--- src/rtl/systolic_tile_scheduler.sv ---
// systolic_tile_scheduler: runs one M x M matrix-multiply tile through the
// output-stationary PE grid. It clears the accumulators, streams M operand
// vectors from the activation/weight buffers into the array edges with a
// diagonal skew, lets the wavefront flush, then drains one result row per
// valid/ready beat.
module systolic_tile_scheduler #(
  parameter int DATA_WIDTH = 32,
  parameter int M          = 3,
  parameter int ADDR_WIDTH = 8
) (
  input  logic                         clk,
  input  logic                         reset,
  input  logic                         cmd_valid,
  output logic                         cmd_ready,
  input  logic [ADDR_WIDTH-1:0]        cmd_base_a,
  input  logic [ADDR_WIDTH-1:0]        cmd_base_w,
  output logic                         buf_rd_en,
  output logic [ADDR_WIDTH-1:0]        buf_rd_addr_a,
  output logic [ADDR_WIDTH-1:0]        buf_rd_addr_w,
  input  logic [M*DATA_WIDTH-1:0]      buf_rd_data_a,
  input  logic [M*DATA_WIDTH-1:0]      buf_rd_data_w,
  output logic                         arr_clear,
  output logic [M*DATA_WIDTH-1:0]      arr_act,
  output logic [M*DATA_WIDTH-1:0]      arr_wgt,
  input  logic [M*M*DATA_WIDTH-1:0]    arr_result,
  output logic                         res_valid,
  input  logic                         res_ready,
  output logic [M*DATA_WIDTH-1:0]      res_data,
  output logic [((M > 1) ? $clog2(M) : 1)-1:0] res_row,
  output logic                         busy,
  output logic                         done
);

  localparam int ROW_W        = (M > 1) ? $clog2(M) : 1;
  localparam int FLUSH_CYCLES = 3 * M;
  localparam int CNT_W        = $clog2(FLUSH_CYCLES + 1);

  typedef enum logic [2:0] {
    IDLE,
    CLEAR,
    LOAD,
    FLUSH,
    DRAIN
  } state_t;

  state_t                state;
  logic [ADDR_WIDTH-1:0] base_a;
  logic [ADDR_WIDTH-1:0] base_w;
  logic [CNT_W-1:0]      cnt;
  logic                  rd_valid;

  // The done cycle still counts as unavailable so a held command lands one cycle later
  assign cmd_ready = (state == IDLE) && !done;
  assign busy      = (state != IDLE);

  // Tile sequencer: command capture, clear pulse, operand reads, flush wait and row drain
  always_ff @(posedge clk or posedge reset) begin
    if (reset) begin
      state         <= IDLE;
      base_a        <= '0;
      base_w        <= '0;
      cnt           <= '0;
      arr_clear     <= 1'b0;
      buf_rd_en     <= 1'b0;
      buf_rd_addr_a <= '0;
      buf_rd_addr_w <= '0;
      res_valid     <= 1'b0;
      res_row       <= '0;
      done          <= 1'b0;
    end else begin
      arr_clear <= 1'b0;
      done      <= 1'b0;
      case (state)
        IDLE: begin
          if (cmd_valid && cmd_ready) begin
            base_a    <= cmd_base_a;
            base_w    <= cmd_base_w;
            arr_clear <= 1'b1;
            state     <= CLEAR;
          end
        end
        CLEAR: begin
          buf_rd_en     <= 1'b1;
          buf_rd_addr_a <= base_a;
          buf_rd_addr_w <= base_w;
          cnt           <= '0;
          state         <= LOAD;
        end
        LOAD: begin
          if (cnt == CNT_W'(M - 1)) begin
            buf_rd_en <= 1'b0;
            cnt       <= '0;
            state     <= FLUSH;
          end else begin
            cnt           <= cnt + CNT_W'(1);
            buf_rd_addr_a <= buf_rd_addr_a + ADDR_WIDTH'(1);
            buf_rd_addr_w <= buf_rd_addr_w + ADDR_WIDTH'(1);
          end
        end
        FLUSH: begin
          if (cnt == CNT_W'(FLUSH_CYCLES - 1)) begin
            cnt       <= '0;
            res_valid <= 1'b1;
            res_row   <= '0;
            state     <= DRAIN;
          end else begin
            cnt <= cnt + CNT_W'(1);
          end
        end
        DRAIN: begin
          if (res_ready) begin
            if (res_row == ROW_W'(M - 1)) begin
              res_valid <= 1'b0;
              res_row   <= '0;
              done      <= 1'b1;
              state     <= IDLE;
            end else begin
              res_row <= res_row + ROW_W'(1);
            end
          end
        end
        default: state <= IDLE;
      endcase
    end
  end

  // Marks the cycle in which buffer read data is valid (one cycle after the strobe)
  always_ff @(posedge clk or posedge reset) begin
    if (reset) begin
      rd_valid <= 1'b0;
    end else begin
      rd_valid <= buf_rd_en;
    end
  end

  // Lane i gets i+1 register stages so the operands enter the grid as a diagonal wavefront
  for (genvar i = 0; i < M; i++) begin : g_lane
    logic [DATA_WIDTH-1:0] act_pipe [0:i];
    logic [DATA_WIDTH-1:0] wgt_pipe [0:i];

    // Shift the lane's operand through its skew stages, injecting zeros outside the read window
    always_ff @(posedge clk or posedge reset) begin
      if (reset) begin
        for (int s = 0; s <= i; s++) begin
          act_pipe[s] <= '0;
          wgt_pipe[s] <= '0;
        end
      end else begin
        act_pipe[0] <= rd_valid ? buf_rd_data_a[i*DATA_WIDTH +: DATA_WIDTH] : '0;
        wgt_pipe[0] <= rd_valid ? buf_rd_data_w[i*DATA_WIDTH +: DATA_WIDTH] : '0;
        for (int s = 1; s <= i; s++) begin
          act_pipe[s] <= act_pipe[s-1];
          wgt_pipe[s] <= wgt_pipe[s-1];
        end
      end
    end

    assign arr_act[i*DATA_WIDTH +: DATA_WIDTH] = act_pipe[i];
    assign arr_wgt[i*DATA_WIDTH +: DATA_WIDTH] = wgt_pipe[i];
  end

  // Present the selected result row straight from the array; zero whenever no beat is offered
  always_comb begin
    res_data = '0;
    for (int j = 0; j < M; j++) begin
      if (res_valid) begin
        res_data[j*DATA_WIDTH +: DATA_WIDTH] =
          arr_result[(int'(res_row) * M + j) * DATA_WIDTH +: DATA_WIDTH];
      end
    end
  end

endmodule

--- config.mk ---
export PLATFORM = sky130hd
export DESIGN_NAME = systolic_tile_scheduler
export DESIGN_NICKNAME = d
export VERILOG_FILES = /design/src/rtl/systolic_tile_scheduler.sv
export SDC_FILE = /design/constraint.sdc
export NUM_CORES = 1
export LEC_CHECK = 0
export CAP_MARGIN = 10
export CORE_AREA = 2 2 317 319
export DETAILED_ROUTE_END_ITERATION = 8
export DIE_AREA = 0 0 319 321
export PLACE_DENSITY = 0.41
export SYNTH_ARGS = -nofsm -noshare
export SYNTH_HDL_FRONTEND = slang
export SYNTH_SLANG_ARGS = --single-unit
--- constraint.sdc ---
create_clock -name clk -period 20.4 [get_ports clk]
set_input_delay 6.12 -clock clk [delete_from_list [all_inputs] [get_ports clk]]
set_output_delay 6.12 -clock clk [all_outputs]
set_load 0.03 [all_outputs]
==> results.yml <==
routing:
  drt-initial-drc-count: 539
  drt_first_pass_iters: 4
  drc: 0
  num_vias: 12400
  postRouteAntennaNets: 0
  wire_per_inst_um: 22.9
  postRouteWirelength_mm: 76.2
  vias_per_cell: 3.72
layout:
  syn2layout_area_growth_pct: 61.4
  layout_commonest_cell: "clkdlybuf4s50_1"
  layout-drive-gt1-share_pct: 8.00
  nNetsFinal: 2492
  final_cell_mix: "clkdlybuf4s50_1, dfrtp_1, and2_1"
clock_tree:
  ctsRootBufferMaster: "clkbuf_16"
  cts_made_buffers: 51
  holdBufCountCts: 0
  htree_levels: 2
  numClockSinks: 430
  cts_resized: 0
  clk_latency_ns: 0.61
  clk_pin_slew_ns: 0.06
  cts_tree: "done"
  post_cts_buffers: 0
  cts.path.max_buffers: 3
setup_path:
  path_cells: "clkdlybuf4s50_1 > mux2i_1 > o21ai_0 > and2_1 > clkdlybuf4s50_1"
  crit_family: "buffers and inverters"
  worstPathRequired_ns: 14.28
  crit_type: "in2out"
  crit_buf_inv: 2
  arrival_ns: 8.42
  cp_max_fo: 1
  slowest_stage: "o21ai_0"
  cpMostUsedCell: "clkdlybuf4s50_1"
  critPathMaxStageDelay_ns: 0.83
  cp-end-kind: "output pin"
  startpoint_type: "input pin"
placement:
  gp_congestion: 1.02
  dpl.hpwl_mm: 61.2
  port_buffers: 811
global_route:
  grtUsageMet3_pct: 5.69
  grt_util_all_layers_pct: 14.4
  grt_use_met1_pct: 14.7
  use_met2_pct: 26.1
  grt_pass1_vias: 13700
  antenna_found_initial: 16
  grt.busiest_layer: "met2"
  grt_pass1_wl_mm: 105
  grt.overflow.total: 0
  grt_start_max_net_pins: 139
timing:
  clock.fmax_ghz: 0.0688
  setup_tns_ns: 0
  finalSetupViolCount: 0
  hold_viol_final: 0
  grt_setup_unrepaired: "false"
  max_slew_margin_pct: 30.4
  period_share_pct: 71.3
  period_needed_ns: 14.54
  fin_skew_ns: 0.0433
  worst_pin_slew_ns: 1.03
  finalMaxSlewViolations: 0
synthesis:
  synthArstFlopShare_pct: 100
  ys_warn_count: 0
  synth_edf_count: 0
  synthCells: 1307
  synth_seq_cells: 430
  avgSynthCellArea_um2: 12.9
  syn_area_um2: 16900
  seq_area_frac_synth_pct: 63.8
  ys.flop_type: "dfrtp_1"
  synth_fp_nets: 1816
  synth.distinct_cells: 38
power_and_ir_drop:
  power_mw: 3.71
  ir_drop_uv: 63.9
  p_leak_nw: 11.1
  power_density_nw_per_um2: 136
die:
  rows: 116
  die_h_um: 321
  die_w_um: 319
  ios: 812
  dieArea_um2: 102000
  initial_core_util_pct: 17.0
  core_area_um2: 99300
outcome:
  status: "complete, no violations"
worst_hold_path:
  hold_path.class: "reg2reg"
job:
  drv_cap: 0
[Yosys cell counts (2+ instances only)]
cell,number,area (um^2)
dfrtp_1,430,10800
o31ai_1,2,15.0
nor2_1,9,33.8
buf_4,133,998
inv_1,9,33.8
nand3_1,16,80.1
buf_6,2,22.5
a31oi_1,6,37.5
o21ai_0,78,390
nand2_1,78,293
nand2b_1,4,25.0
mux4_2,32,721
mux2_2,16,180
o22ai_1,5,31.3
nor2b_1,34,213
or3_1,4,25.0
clkbuf_1,45,169
and2_1,256,1600
a22o_1,2,17.5
mux2i_1,66,661
ha_1,9,113
a2bb2oi_1,6,52.6
a21oi_1,23,115
and3_1,5,31.3
nor3b_1,4,30.0
buf_2,21,105
[layout make-up]
cell class / instances / area, um^2
fillers: 10400 / 72100
flip-flops and latches: 430 / 10800
repair buffers: 824 / 8220
multi-input cells: 667 / 4790
well taps: 1298 / 1620
clock buffers: 64 / 1410
clock inverters: 32 / 357
inverters: 9 / 41.3
diodes: 5 / 12.5
[flip-flops by register name, summed over array words and instances, names as in the netlist]
register	flops
buf_rd_addr_a	8
done	1
arr_act	64
rd_valid	1
buf_rd_addr_w	8
res_valid	1
arr_wgt	64
g_lane.wgt_pipe	128
g_lane.act_pipe	128
base_w	8
state	3
arr_clear	1
res_row	2
cnt	4
base_a	8
buf_rd_en	1
[metal layers]
layer / wire [um] / vias to the layer above
met2: 39200 / 568
met1: 26300 / 6162
met4: 3430 / 18
li1: - / 5526
met3: 7120 / 119
met5: 115 / -
[cell families after synthesis]
group	count (synthesis)	synth area share, %
AO/OA/AOI/OAI	127	4.21
multiplexers	114	9.26
AND/OR/NAND/NOR	416	14.2
XOR/XNOR	1	0.0519
flip-flops	430	63.8
buffers and inverters	210	7.88
adder cells (fa/ha/maj)	9	0.668
[power breakdown]
group,leakage [nW],switching (mW),internal [mW]
logic,4.74,0.894,0.634
registers,5.50,0.141,1.11
clock network,0.873,0.388,0.548
[worst paths after layout]
path / startpoint / endpoint / slack, ns / depth (start not counted)
worst max-delay path: arr_result[200] / res_data[8] / 5.86 / 5
worst min-delay path: g_lane[1].act_pipe[35] / arr_act[35] / 0.33 / 0
worst max register to register: res_row[1] / res_valid / 18.03 / 5
worst min register to register: g_lane[1].act_pipe[35] / arr_act[35] / 0.33 / 0
max in group asynchronous: reset / rd_valid / 12.02 / 4
min in group asynchronous: reset / g_lane[2].act_pipe[91] / 6.14 / 2
[through the flow]
step / hold WS [ns] / setup slack [ns] / cells / instance area (um^2) / utilization, %
3_5_place_dp: 0.335 / 5.83 / 3228 / 25400 / 25.6
4_1_cts: 0.327 / 5.83 / 3324 / 27200 / 27.4
6_report: 0.329 / 5.86 / 3329 / 27200 / 27.4
2_1_floorplan: 0.331 / 2.31 / 1307 / 16900 / -
3_3_place_gp: 0.331 / 5.81 / 3228 / 25400 / 25.6
5_1_grt: 0.342 / 5.87 / 3328 / 27200 / 27.4
No activity file was read; power rests on OpenSTA's default activity.
